--- config.mk ---
export PLATFORM = sky130hd
export DESIGN_NAME = sqrt_core_flat
export DESIGN_NICKNAME = d
export VERILOG_FILES = /design/src/rtl/sqrt_core_if.sv /design/src/rtl/sqrt_core.sv /design/src/flat_wrapper.sv
export SDC_FILE = /design/constraint.sdc
export NUM_CORES = 1
export LEC_CHECK = 0
export CAP_MARGIN = 20
export CORE_MARGIN = 2
export CORE_UTILIZATION = 53
export DETAILED_ROUTE_END_ITERATION = 7
export PLACE_DENSITY = 0.8
export SYNTH_ARGS = -nofsm -noshare
export SYNTH_HDL_FRONTEND = slang
export SYNTH_SLANG_ARGS = --single-unit
--- constraint.sdc ---
create_clock -name clk -period 3.5 [get_ports clk]
set_clock_uncertainty 0.2 [all_clocks]
set_input_delay 0.7 -clock clk [delete_from_list [all_inputs] [get_ports clk]]
set_output_delay 0.7 -clock clk [all_outputs]
set_load 0.005 [all_outputs]
--- src/rtl/sqrt_core_if.sv ---
// Handshake/data bundle for sqrt_core: the requester drives start/radicand (master),
// the core drives result/remainder/done (slave).
interface sqrt_core_if #(
    parameter int DATA_WIDTH = 32
);
    logic                  start;
    logic [DATA_WIDTH-1:0] radicand;
    logic [DATA_WIDTH-1:0] result;
    logic [DATA_WIDTH-1:0] remainder;
    logic                  done;

    modport master (
        output start,
        output radicand,
        input  result,
        input  remainder,
        input  done
    );

    modport slave (
        input  start,
        input  radicand,
        output result,
        output remainder,
        output done
    );
endinterface

--- src/rtl/sqrt_core.sv ---
// Restoring digit-recurrence integer square root, one result bit per cycle.
// Optional macro SQRT_CLZ_SKIP_EN skips leading zero bit pairs of the radicand to cut latency.
module sqrt_core #(
    parameter int DATA_WIDTH = 32
) (
    input  logic        clk,
    input  logic        rst_n,
    sqrt_core_if.slave  bus,
    output logic        dbg_state_o
);
    localparam int H  = DATA_WIDTH / 2;
    localparam int CW = $clog2(H + 1);

    // Handshake: start is taken in any cycle the core is IDLE (dbg_state_o == 0), with
    // radicand sampled in that same cycle; there is no back-pressure, a start seen while
    // BUSY is dropped. done is a single-cycle pulse, and result/remainder are valid from
    // that pulse until the next one.
    typedef enum logic {
        IDLE = 1'b0,
        BUSY = 1'b1
    } state_e;

    state_e                state_q, state_d;
    logic [CW-1:0]         cnt_q, cnt_d;
    logic [DATA_WIDTH-1:0] op_q, op_d;
    logic [H+1:0]          rem_w_q, rem_w_d;
    logic [H-1:0]          root_w_q, root_w_d;
    logic [DATA_WIDTH-1:0] result_q, result_d;
    logic [DATA_WIDTH-1:0] remainder_q, remainder_d;
    logic                  done_q, done_d;

    logic [CW-1:0]         n_init;
    logic [DATA_WIDTH-1:0] op_init;

`ifdef SQRT_CLZ_SKIP_EN
    logic [CW-1:0] p_idx;
    int            shamt;

    // Highest nonzero pair decides how many iterations are really needed; the operand is
    // pre-shifted so that pair lands in the top position.
    always_comb begin
        p_idx = '0;
        for (int i = 0; i < H; i++) begin
            if (bus.radicand[2*i +: 2] != 2'b00) begin
                p_idx = CW'(i + 1);
            end
        end
        n_init  = (p_idx == '0) ? CW'(1) : p_idx;
        shamt   = 2 * (H - int'(n_init));
        op_init = bus.radicand << shamt;
    end
`else
    assign n_init  = CW'(H);
    assign op_init = bus.radicand;
`endif

    logic [1:0]   pair;
    logic [H+3:0] cat;
    logic [H+3:0] sub;
    logic [H+1:0] trial;
    logic         ge;
    logic [H+1:0] rem_step;
    logic [H-1:0] root_step;

    // One restoring step; the remainder stays below 2*root+1, so H+2 bits never overflow.
    always_comb begin
        pair      = op_q[DATA_WIDTH-1 -: 2];
        cat       = {rem_w_q, pair};
        sub       = {2'b00, root_w_q, 2'b01};
        ge        = (cat >= sub);
        trial     = cat[H+1:0] - sub[H+1:0];
        rem_step  = ge ? trial : cat[H+1:0];
        root_step = {root_w_q[H-2:0], ge};
    end

    always_comb begin
        state_d     = state_q;
        cnt_d       = cnt_q;
        op_d        = op_q;
        rem_w_d     = rem_w_q;
        root_w_d    = root_w_q;
        result_d    = result_q;
        remainder_d = remainder_q;
        done_d      = 1'b0;

        case (state_q)
            IDLE: begin
                if (bus.start) begin
                    op_d     = op_init;
                    cnt_d    = n_init;
                    rem_w_d  = '0;
                    root_w_d = '0;
                    state_d  = BUSY;
                end
            end
            BUSY: begin
                op_d     = op_q << 2;
                rem_w_d  = rem_step;
                root_w_d = root_step;
                cnt_d    = cnt_q - CW'(1);
                if (cnt_q == CW'(1)) begin
                    result_d    = DATA_WIDTH'(root_step);
                    remainder_d = DATA_WIDTH'(rem_step);
                    done_d      = 1'b1;
                    state_d     = IDLE;
                end
            end
            default: state_d = IDLE;
        endcase
    end

    always_ff @(posedge clk) begin
        if (!rst_n) begin
            state_q     <= IDLE;
            cnt_q       <= '0;
            op_q        <= '0;
            rem_w_q     <= '0;
            root_w_q    <= '0;
            result_q    <= '0;
            remainder_q <= '0;
            done_q      <= 1'b0;
        end else begin
            state_q     <= state_d;
            cnt_q       <= cnt_d;
            op_q        <= op_d;
            rem_w_q     <= rem_w_d;
            root_w_q    <= root_w_d;
            result_q    <= result_d;
            remainder_q <= remainder_d;
            done_q      <= done_d;
        end
    end

    assign bus.result    = result_q;
    assign bus.remainder = remainder_q;
    assign bus.done      = done_q;
    assign dbg_state_o   = (state_q == BUSY);

endmodule

--- src/flat_wrapper.sv ---
// flat-port wrapper written by rule: the top's interface ports become plain ports
module sqrt_core_flat 
#(
    parameter int DATA_WIDTH = 32
)
  (clk, rst_n, dbg_state_o, bus_start, bus_radicand, bus_result, bus_remainder, bus_done);
  sqrt_core_if #(.DATA_WIDTH(DATA_WIDTH)) bus_i ();
  input  logic clk;
  input  logic rst_n;
  output logic dbg_state_o;
  input wire logic [$bits(bus_i.start)-1:0] bus_start;
  input wire logic [$bits(bus_i.radicand)-1:0] bus_radicand;
  output wire logic [$bits(bus_i.result)-1:0] bus_result;
  output wire logic [$bits(bus_i.remainder)-1:0] bus_remainder;
  output wire logic [$bits(bus_i.done)-1:0] bus_done;
  assign bus_i.start = bus_start;
  assign bus_i.radicand = bus_radicand;
  assign bus_result = bus_i.result;
  assign bus_remainder = bus_i.remainder;
  assign bus_done = bus_i.done;
  sqrt_core #(.DATA_WIDTH(DATA_WIDTH)) u_core (.clk(clk), .rst_n(rst_n), .bus(bus_i), .dbg_state_o(dbg_state_o));
endmodule
After elaboration in Yosys (flattened, before gate mapping)
Index checks and enable logic that the tools add are counted.
{"block": "totals", "reg_bits": 107, "output_inout_bits": 66, "word_cells": 29}
{"block": "op_classes", "n_addsub": 2, "n_lt_le_gt_ge": 1, "n_eq_ne": 2, "n_mux": 13, "bitwise": 1, "n_reduce_logical": 2}
{"op": "$pmux 32 s2", "n": 1}
{"op": "$mux 18", "n": 2}
{"op": "$pmux 18 s2", "n": 1}
{"op": "$mux 32", "n": 1}
{"op": "$pmux 16 s2", "n": 1}
{"op": "$ge 20x18->1", "n": 1}
{"op": "$sub 18x18->18", "n": 1}
{"op": "$mux 16", "n": 1}
{"op": "$pmux 5 s2", "n": 1}
{"op": "$eq 5x1->1 const B", "n": 1}
{"op": "$mux 5", "n": 1}
{"op": "$sub 5x1->5 const B", "n": 1}
{"op": "$reduce_and 2->1", "n": 2}
{"op": "$mux 1", "n": 3}
{"op": "$ne 2x2->1 const B", "n": 1}
{"op": "$pmux 1 s2", "n": 1}
{"op": "$not 1->1", "n": 1}

Logic depth before layout (Yosys ltp)
{"block": "depth", "ltp_word": 3, "ltp_mapped": 11, "depth_no_buf": 9}

Worst setup path after synthesis
Ideal clock, no wire load.
{"block": "synth_path", "path_kind": "reg2reg", "start": "register u_core.root_w_q[9]", "end": "register u_core.rem_w_q[14]", "t_arrival_ps": 2340, "slack_ps": 834, "path_stages_with_launch": 12, "path_buffers": 2, "period_less_slack_ps": 2666, "path_cell_list": "dfxtp_1 -> inv_1 -> ha_1 -> buf_6 -> a21o_1 -> a31o_1 -> a311oi_2 -> o21ai_2 -> a31oi_4 -> buf_8 -> mux2i_1 -> o21ai_0"}
{"block": "synth_via", "elab_chain_len": 3}
{"item": "start: declaration", "line_no": "sqrt_core.sv:27", "rtl": "logic [H-1:0] root_w_q, root_w_d;"}
{"item": "start signal: assignment", "line_no": "sqrt_core.sv:127", "rtl": "root_w_q <= root_w_d;"}
{"item": "$sub 18x18->18 or $ge 20x18->1 (tied branches)", "line_no": "sqrt_core.sv:71, sqrt_core.sv:70"}
{"item": "$mux 18 *", "line_no": "sqrt_core.sv:72", "rtl": "rem_step = ge ? trial : cat[H+1:0];"}
{"item": "$pmux 18 s2 *", "line_no": "sqrt_core.sv:86", "rtl": "case (state_q)"}
{"item": "end signal: assignment", "line_no": "sqrt_core.sv:126", "rtl": "rem_w_q <= rem_w_d;"}
{"item": "end: declaration", "line_no": "sqrt_core.sv:26", "rtl": "logic [H+1:0] rem_w_q, rem_w_d;"}
Every way passes the cells marked *; elsewhere a longest branch is shown, timed or not.
A chain may end at the register's enable or synchronous reset.

Final worst setup path
{"block": "layout_path", "start": "register u_core.op_q[30]", "end": "register u_core.remainder_q[15] (netlist: u_core.bus.remainder[15])"}
{"block": "layout_via", "elab_chain_len": 2}
{"item": "start: declaration", "line_no": "sqrt_core.sv:25", "rtl": "logic [DATA_WIDTH-1:0] op_q, op_d;"}
{"item": "start signal: assignment", "line_no": "sqrt_core.sv:125", "rtl": "op_q <= op_d;"}
{"item": "$sub 18x18->18 or $ge 20x18->1 (tied branches)", "line_no": "sqrt_core.sv:71, sqrt_core.sv:70"}
{"item": "$mux 18 *", "line_no": "sqrt_core.sv:72"}
{"item": "end signal: assignment", "line_no": "sqrt_core.sv:129", "rtl": "remainder_q <= remainder_d;"}
{"item": "end: declaration", "line_no": "sqrt_core.sv:29", "rtl": "logic [DATA_WIDTH-1:0] remainder_q, remainder_d;"}
Marked as above.

==> run summary <==
Headroom to the max-slew limit came out at 58.4%. Dividing the detail-routed via count by the number of cells gives 5.46. The synthesized design devotes to its leading area cell type 39.2% of total area.

The library cell contributing the largest single delay on the critical path is a2111oi_0. The via count of the first global-routing pass was 4397; the pin slew with the least headroom to its limit was 0.609 ns. For this run, the top clock speed supported by timing is 0.318 GHz. In this run, CTS created clock tree buffers numbering 9. The number of antenna violations at the first check in global routing was 0; the sequential cell area fraction in the yosys report was 39.2%.

The total clock sinks was 107; the number of flip-flops and latches in the synthesized netlist was 107. The clock transition at the register clock pins on the worst setup and hold paths after CTS is 0.11 ns. The run gives 5 as the number of iterations in the first detailed-routing pass.

The worst hold margin was 0.262 ns; the summed instance area of the synthesized netlist was 0.00547 mm². Entering global routing, the biggest net connects 50 pins. The tools report the count of final max-slew check failures as 0.

The tools report the count of inserted antenna diode cells as 0. In this run the vertical extent of the chip is 106 µm. The data required time at the worst endpoint was 3.57 ns; the width of the die was 106 µm. The sequential cells in the finished layout cover a total of 0.00214 mm². The post-route minimum period is 3.14 ns, and the highest net fanout along the worst path is 9.

Summed over all instances, the cell type with the most area after synthesis is dfxtp_1. The multi-input combinational cells in the finished layout cover a total of 0.00290 mm². The logs give 0.0111 mm² for the area of the die and 0 for the remaining antenna violation count after routing.

After synthesis, the netlist uses 52 different library cells. Max-cap violations in this run came to 0. Of the cells placed in the final design, the portion with a size suffix greater than 1 is 5.33%. The worst setup path is of the reg2reg kind.

After clock tree synthesis, the repair step resized 0 gates. The starting density of the core was 53.7%. Wire length reported by the detailed router: 12.7 mm. Dividing total power by cell area gives a power density of 920 mW/mm². The run gives 680 as the synthesized netlist cell count. The class of the most critical hold timing path is reg2reg. Summed over all nets, the half-perimeter wirelength after detailed placement is 9.34 mm.

In this run the clock root is driven by a clkbuf_8. The tools report the final hold violation count as 0. The H-tree was split into 3 levels.

The critical path goes through inv_1 > ha_1 > nand2b_1 > a21oi_1 > o21ai_1 > o21ai_2 > a31oi_4 > buf_4 > a2111oi_0 > o31ai_1. Largest stage delay on the critical path: 0.50 ns. The worst-case vdd ir drop is 0.611 mV, and the count of fill cells added during filler insertion is 901.

No sink is reached through more buffers than the 2 on the longest clock path. The most used standard cell by instance count after synthesis was dfxtp_1. After detailed routing, the average wire length per cell comes to 14.7 µm. In this run, post-CTS hold repair placed 0 buffers. In this run, the number of DRC markers left after iteration 0 of detailed routing was 227.

The tools report the nature of the critical path endpoint as a register. Sorting the synthesized cells by how often they occur yields 107 x dfxtp_1, 95 x a21oi_1, 94 x nor2_1. After layout, the worst path uses 89.9% of the clock period. In this run the count of I/O pins placed on the die edge is 101. Yosys mapped a number of flops with a built-in enable equal to 0. The routability-driven placement congestion ratio is 0.911, and the static power due to leakage is 2.54 nW. The global-route wire length before repair was 20.8 mm. Setup repair after global routing left no endpoint under its margin.

By area the synthesized netlist is led by dfxtp_1 39%, a21oi_1 8.7%, mux2i_1 8.4%, nor2_1 6.5%, ha_1 4.6%. After global routing the overflow that remains totals 0. The count of buffers added on input and output ports is 70. The tools report the overall fraction of global-route tracks in use as 23.2%.

The flow ran to the end, and the final reports show no timing, DRC or antenna violations. The region available for standard cell placement spans 0.0102 mm². The later pin in the worst-skew pair is clocked with a latency of 0.38 ns. The share of flip-flops with an asynchronous set or reset after synthesis is 0%. The relative area change from synthesis to final layout came out at 15.8%. The average instance in the mapped netlist occupies 8.04 µm². Flip-flop cell with the highest count after synthesis: dfxtp_1. At the worst endpoint, the arrival time is 3.21 ns. TritonCTS built the clock tree. The yosys synthesis warning count is 0.

The final layout contains 782 nets. The tools report the post-CTS setup buffer count as 0. The tools report the final-report setup violation count as 0. The floorplan has 37 rows. STA classifies the critical path startpoint as a register.

The tools report the overall via count from detail_route as 4736. In the final timing run, aggregate negative setup slack is 0 ns. After detailed routing, the number of remaining DRC violations is 0.
logic make-up (layout without fill, tap and decap cells):
family,after synthesis,count (layout),share of synthesized area [%]
flops,107,107,39.2
mux,46,46,8.42
fa+ha+maj,20,20,4.58
simple gates,212,212,16.6
compound gates,177,177,19.3
buf+inv,104,127,9.73
other cells,1,30,0.0686
xor+xnor,13,13,2.08
cell type report:
class	instances	share of cell area [%]
repair buffers	82	12.6
clock inverters	7	1.28
flip-flops and latches	107	33.9
inverters	29	1.72
well taps	136	2.69
clock buffers	9	1.96
multi-input cells	498	45.9
state kept, by name, summed over array words and instances (netlist names):
signal,count
u_core.op_q,32
u_core.bus.remainder,18
u_core.rem_w_q,18
u_core.bus.result,16
u_core.root_w_q,16
u_core.cnt_q,5
u_core.bus.done,1
u_core.dbg_state_o,1
worst max-delay path: cells and delay by family, from the launching register on:
kind,cells,cell delay [ns]
compound gates,6,1.60
fa+ha+maj,1,0.24
buf+inv,2,0.37
flops,1,0.47
simple gates,1,0.17
cell usage in the layout, fill, tap and decap left out, types with 11 or more instances in the layout:
| cell type | n |
|---|---|
| ha_1 | 20 |
| nor2_1 | 93 |
| inv_1 | 28 |
| dfxtp_1 | 106 |
| clkdlybuf4s50_1 | 69 |
| nand2_1 | 59 |
| nor3_1 | 22 |
| a21oi_1 | 95 |
| buf_4 | 11 |
| conb_1 | 30 |
| o21ai_0 | 32 |
| mux2i_1 | 46 |
through the flow:
step | total power (W) | area [µm²] | setup WS (ns) | util [%] | instances
after floorplan | 0.00431 | 5580 | 0.834 | - | 709
after global placement | 0.00494 | 6120 | 0.527 | 60.1 | 852
after detailed placement | 0.00500 | 6120 | 0.355 | 60.1 | 852
after CTS | 0.00581 | 6330 | 0.357 | 62.1 | 868
after global routing | 0.00624 | 6330 | 0.109 | 62.1 | 868
final | 0.00583 | 6330 | 0.355 | 62.1 | 868
per-layer routing:
metal | global-route usage [%] | up-vias | routed length (µm)
met4 | 7.33 | 0 | 214
li1 | - | 2373 | -
met5 | 0 | - | 0
met3 | 4.70 | 18 | 612
met1 | 29.1 | 2234 | 5460
met2 | 39.9 | 111 | 6430
final timing paths:
| check | start | endpoint | slack (ns) | depth (start not counted) |
|---|---|---|---|---|
| max | u_core.op_q[30]$_SDFFE_PN0P_ | u_core.bus.remainder[15]$_SDFFE_PN0P_ | 0.36 | 10 |
| min | u_core.bus.result[4]$_SDFFE_PN0P_ | u_core.bus.result[4]$_SDFFE_PN0P_ | 0.26 | 2 |
| max reg2reg | u_core.op_q[30]$_SDFFE_PN0P_ | u_core.bus.remainder[15]$_SDFFE_PN0P_ | 0.36 | 10 |
| min reg2reg | u_core.bus.result[4]$_SDFFE_PN0P_ | u_core.bus.result[4]$_SDFFE_PN0P_ | 0.26 | 2 |
report_power, final:
group	switching [W]	leakage [nW]	internal [W]
clock	0.000458	0.106	0.000343
combinational	0.00204	1.56	0.00151
sequential	0.000123	0.871	0.00136
(Power assumes the default switching activity.)
